$ cat src/rtl/taho_gate_sched.sv
// Tachometer gate generator and snapshot readout scheduler.
// Define TAHO_SCHED_SKIPZERO_EN to skip channels whose snapshot is zero.
module taho_gate_sched #(
  parameter int CLK_HZ  = 1000000,
  parameter int GATE_HI = 100,
  parameter int NCH     = 4,
  localparam int PW     = $clog2(CLK_HZ),
  localparam int CW     = $clog2(NCH)
) (
  input  logic              clock,
  input  logic              reset,
  input  logic              enable,
  input  logic [16*NCH-1:0] freq_in,
  output logic              sec,
  output logic              rd_valid,
  output logic [CW-1:0]     rd_ch,
  output logic [15:0]       rd_data,
  input  logic              rd_ack,
  output logic              overrun,
  input  logic              clr_ovr
);

  typedef enum logic [1:0] {
    IDLE,
    SNAP,
    SCAN
  } state_t;

  state_t            st_q, st_d;
  logic [PW-1:0]     pcnt_q, pcnt_d;
  logic              run_q, run_d;
  logic              sec_q, sec_d;
  logic              vld_q, vld_d;
  logic [CW-1:0]     ptr_q, ptr_d;
  logic [15:0]       data_q, data_d;
  logic              ovr_q, ovr_d;
  logic [16*NCH-1:0] shadow_q, shadow_d;

  logic              snap_ev;
  logic [CW:0]       first;
  logic [CW:0]       nxt;

`ifdef TAHO_SCHED_SKIPZERO_EN
  // Lowest nonzero channel at or above start; MSB flags a hit.
  function automatic logic [CW:0] find_nz(
    input logic [16*NCH-1:0] v,
    input int                start
  );
    logic [CW:0] r;
    r = '0;
    for (int i = NCH - 1; i >= 0; i--)
      if (i >= start && v[16*i +: 16] != 16'd0)
        r = {1'b1, CW'(i)};
    return r;
  endfunction
`endif

  always_comb begin
`ifdef TAHO_SCHED_SKIPZERO_EN
    first = find_nz(freq_in, 0);
    nxt   = find_nz(shadow_q, int'(ptr_q) + 1);
`else
    first = {1'b1, CW'(0)};
    nxt   = {(int'(ptr_q) != NCH - 1), ptr_q + CW'(1)};
`endif
  end

  // run_q holds pcnt at 0 on the first enabled edge.
  always_comb begin
    pcnt_d = '0;
    run_d  = 1'b0;
    sec_d  = 1'b0;
    if (enable) begin
      run_d = 1'b1;
      if (!run_q || pcnt_q == PW'(CLK_HZ - 1))
        pcnt_d = '0;
      else
        pcnt_d = pcnt_q + PW'(1);
      sec_d = (pcnt_d < PW'(GATE_HI));
    end
  end

  assign snap_ev = enable && (pcnt_q == PW'(GATE_HI));

  always_comb begin
    st_d     = st_q;
    ptr_d    = ptr_q;
    vld_d    = vld_q;
    data_d   = data_q;
    shadow_d = shadow_q;
    ovr_d    = ovr_q & ~clr_ovr;
    if (!enable) begin
      st_d  = IDLE;
      vld_d = 1'b0;
    end else begin
      unique case (st_q)
        IDLE: begin
          if (snap_ev)
            st_d = SNAP;
        end
        SNAP: begin
          shadow_d = freq_in;
          if (first[CW]) begin
            st_d   = SCAN;
            ptr_d  = first[CW-1:0];
            vld_d  = 1'b1;
            data_d = freq_in[16*int'(first[CW-1:0]) +: 16];
          end else begin
            st_d  = IDLE;
            vld_d = 1'b0;
          end
        end
        SCAN: begin
          if (snap_ev) begin
            st_d  = SNAP;
            vld_d = 1'b0;
            if (!(rd_ack && !nxt[CW]))
              ovr_d = 1'b1;
          end else if (rd_ack) begin
            if (nxt[CW]) begin
              ptr_d  = nxt[CW-1:0];
              data_d = shadow_q[16*int'(nxt[CW-1:0]) +: 16];
            end else begin
              st_d  = IDLE;
              vld_d = 1'b0;
            end
          end
        end
        default: begin
          st_d  = IDLE;
          vld_d = 1'b0;
        end
      endcase
    end
  end

  always_ff @(posedge clock or negedge reset) begin
    if (!reset) begin
      st_q     <= IDLE;
      pcnt_q   <= '0;
      run_q    <= 1'b0;
      sec_q    <= 1'b0;
      vld_q    <= 1'b0;
      ptr_q    <= '0;
      data_q   <= '0;
      ovr_q    <= 1'b0;
      shadow_q <= '0;
    end else begin
      st_q     <= st_d;
      pcnt_q   <= pcnt_d;
      run_q    <= run_d;
      sec_q    <= sec_d;
      vld_q    <= vld_d;
      ptr_q    <= ptr_d;
      data_q   <= data_d;
      ovr_q    <= ovr_d;
      shadow_q <= shadow_d;
    end
  end

  assign sec      = sec_q;
  assign rd_valid = vld_q;
  assign rd_ch    = ptr_q;
  assign rd_data  = data_q;
  assign overrun  = ovr_q;

endmodule

$ cat config.mk
export PLATFORM = sky130hd
export DESIGN_NAME = taho_gate_sched
export DESIGN_NICKNAME = d
export VERILOG_FILES = /design/src/rtl/taho_gate_sched.sv
export SDC_FILE = /design/constraint.sdc
export NUM_CORES = 1
export LEC_CHECK = 0
export ABC_CLOCK_PERIOD_IN_PS = 3100
export CORE_MARGIN = 2
export CORE_UTILIZATION = 42
export CTS_CLUSTER_DIAMETER = 40
export DETAILED_ROUTE_END_ITERATION = 12
export PLACE_DENSITY = 0.66
export SLEW_MARGIN = 20
export SYNTH_ARGS = -nofsm -noshare
export SYNTH_HDL_FRONTEND = slang
export SYNTH_SLANG_ARGS = --single-unit
export TNS_END_PERCENT = 10
$ cat constraint.sdc
create_clock -name clock -period 3.1 [get_ports clock]
set_input_delay 0.31 -clock clock [delete_from_list [all_inputs] [get_ports clock]]
set_output_delay 0.31 -clock clock [all_outputs]
set_load 0.05 [all_outputs]
==> qor.csv <==
stage;metric;value;unit
synth;most instantiated cells after synthesis;dfrtp_1 (108), mux2_2 (88), nor2_1 (25);
critical_path;crit-path cells;ha_1 > and4_1 > nand2_1 > o41ai_1 > or2_2 > nor2_1;
critical_path;crit-path max FO;20;
global_routing;number of global-route vias before repair;3550;
synth;prevailing post-synth register cell;dfrtp_1;
clock_tree;CTS clk-pin slew, worst paths;0.07;ns
timing;clock skew;0.00601;ns
power_and_ir_drop;Design Power;2.98;mW
detailed_routing;final WL;10900;um
die;core area;0.0122;mm2
timing;Slew @ Worst Pin;0.722;ns
synth;YS warnings;0;
global_routing;GRT overflow;0;
detailed_routing;via count;3375;
critical_path;required time of the critical path;3.31;ns
timing;Fmax;0.399;GHz
power_and_ir_drop;pwr dens;452;mW/mm2
synth;count of cell types in the netlist;54;
clock_tree;Resized Gates After CTS;0;
placement;DP Wirelength;7610;um
clock_tree;CTS Root Cell;clkbuf_16;
critical_path;setup slack, reg-to-reg;0.60;ns
finish;area grow syn2layout;24.9;%
global_routing;gr usage total;17.6;%
global_routing;initial antenna violation count;0;
power_and_ir_drop;leakage;2.90;nW
finish;final net count;551;
critical_path;Startpoint Class;register;
detailed_routing;# DRC;0;
synth;Post-Synthesis Cells;399;
critical_path;CP peak stage delay;0.50;ns
timing;minimum clock period;2.50;ns
placement;pre-CTS setup slack;0.632;ns
detailed_routing;DR pass1 iterations;4;
finish;end-of-flow core utilization;54.2;%
timing;RSZ-0062 raised after global routing;no;
synth;post-synth top area share;51.2;%
clock_tree;CTS H-tree depth;3;
critical_path;cell family with most CP delay;simple AND/OR/NAND/NOR gates;
die;die area;0.0135;mm2
worst_hold_path;worst hold path class;input pin to asynchronous set/reset pin;
synth;async set-reset flop share out of synthesis;100;%
detailed_routing;post-DR wirelength/cell;16.7;um
synth;post-synth top area cell;dfrtp_1;
synth;EDFF count, synth;0;
synth;main area contributors after synthesis;dfrtp_1 (51%), mux2_2 (19%), mux4_2 (6.8%);
clock_tree;CTS tree;done;
timing;final hold vios;0;
detailed_routing;average via count per standard cell;5.18;
power_and_ir_drop;Peak VDD IR;354;uV
finish;layout cells sized above 1;30.4;%
global_routing;largest net degree at the start of global routing;61;
die;num ports;90;
placement;Port Buffers;89;
synth;sequential area share after synthesis;51.2;%
finish;Non-Filler Instances;652;
critical_path;Worst Path Buf+Inv;0;
synth;Post-Syn Area;0.00528;mm2
critical_path;reg-to-reg startpoint;pcnt_q[0]$_DFF_PN0_;
critical_path;critical path arrival;2.72;ns
synth;mean cell area of the mapped netlist;13.2;um2
timing;final setup violation count;0;
timing;worst relative slew slack;51.4;%
die;die extent in x;116;um
critical_path;Critical Path Sink Type;register;
outcome;run status;completed;
clock_tree;total CTS buffers;9;
timing;part of the cycle the worst path needs;80.8;%
timing;max-slew violations;0;
clock_tree;worst skew pair latency;0.35;ns
die;# rows;40;
synth;Post-Syn Nets;471;
critical_path;Crit Path Class;register to register;
flow_run;max-cap violations;0;
die;Die Ht;116;um
synth;Yosys reg bits;108;
finish;fillcell total;1046;
clock_tree;Max clock buf depth;2;
critical_path;CP max-delay cell;o41ai_1;
synth;cell with the most instances after synthesis;dfrtp_1;
timing;setup_tns;0;ns
detailed_routing;DRT antenna net count;0;
clock_tree;hold buffer count at cts;0;
finish;diode count;0;
placement;GP Congestion;0.809;
clock_tree;setup bufs post-CTS;0;
die;Initial Util;43.4;%
critical_path;R2R Path End;pcnt_q[2]$_DFF_PN0_;
timing;final worst setup slack;0.596;ns
detailed_routing;Initial DRC Count;150;
placement;Placed Cells incl. Taps;636;
global_routing;first-pass GRT wire length;18000;um
clock_tree;# clock sinks;108;
critical_path;Worst R2R Path Depth;6;
area by class of cell:
class,count,area [um2],area share [%]
Sequential cell,108,2700,41.0
Multi-Input combinational cell,255,2390,36.2
Timing Repair Buffer,96,953,14.5
Clock buffer,12,246,3.74
Tap cell,168,210,3.19
Clock inverter,4,57.6,0.873
Inverter,9,33.8,0.512
sequential cells by signal, indices dropped and copies added, names as in the netlist:
signal    flops
shadow_q     64
pcnt_q       20
rd_data      16
rd_ch         2
st_q          2
overrun       1
rd_valid      1
run_q         1
sec           1
power by group:
part           internal, mW  leakage [nW]  switching, mW  total [mW]
registers              1.46          1.46         0.0299        1.49
logic                 0.175          1.30          0.150       0.326
clock network         0.656         0.145          0.506        1.16
metrics by stage:
| stage | cell area [um2] | hold WS, ns |
|---|---|---|
| floorplan | 5280 | 0.0144 |
| global placement | 6290 | 0.420 |
| detailed placement | 6290 | 0.424 |
| CTS | 6590 | 0.0499 |
| global route | 6590 | 0.0788 |
| finish | 6590 | 0.0154 |
worst reg2reg max path, delay by kind of cell (launching register included):
kind | cells | cell delay (ns)
simple gates | 4 | 1.10
fa+ha+maj | 1 | 0.31
compound gates | 1 | 0.50
flops | 1 | 0.48
per-layer routing:
layer | wire, um | global-route usage [%] | up-vias
met5 | 0 | 0 | -
met4 | 113 | 4.68 | 0
met1 | 4710 | 22.2 | 1703
li1 | - | - | 1586
met2 | 5330 | 28.5 | 76
met3 | 744 | 7.01 | 10
worst max-delay path by stage:
stage / from / cells past startpoint / slack [ns] / to
floorplan: rd_ch[0]$_DFFE_PN0P_ / 6 / 0.60 / rd_data[7]$_DFFE_PN0P_
global placement: pcnt_q[0]$_DFF_PN0_ / 6 / 0.82 / pcnt_q[15]$_DFF_PN0_
detailed placement: pcnt_q[0]$_DFF_PN0_ / 6 / 0.63 / pcnt_q[13]$_DFF_PN0_
CTS: pcnt_q[0]$_DFF_PN0_ / 6 / 0.61 / pcnt_q[2]$_DFF_PN0_
global route: pcnt_q[0]$_DFF_PN0_ / 6 / 0.39 / pcnt_q[8]$_DFF_PN0_
finish: pcnt_q[0]$_DFF_PN0_ / 6 / 0.60 / pcnt_q[2]$_DFF_PN0_
cell families after synthesis:
kind of cell             share of synthesized area, %
AO/OA/AOI/OAI                                    3.11
XOR/XNOR                                         2.99
adder cells (fa/ha/maj)                         0.711
buffers and inverters                            3.65
flip-flops                                       51.2
multiplexers                                     28.7
AND/OR/NAND/NOR                                  9.62
layout by cell type (no fill, tap or decap), drive strengths merged, types with 4 or more instances in the layout:
| cell type | instances |
|---|---|
| clkbuf | 12 |
| buf | 8 |
| o21ai | 4 |
| nor2b | 4 |
| clkdlybuf4s50 | 88 |
| dfrtp | 108 |
| xor2 | 10 |
| or2 | 4 |
| xnor2 | 8 |
| and3 | 4 |
| nand2 | 18 |
| nand4 | 7 |
| nand3 | 10 |
| nor2 | 25 |
| nor3 | 5 |
| mux4 | 16 |
| inv | 10 |
| mux2 | 97 |
| a21oi | 4 |
Power figures use the tool's default switching activity.
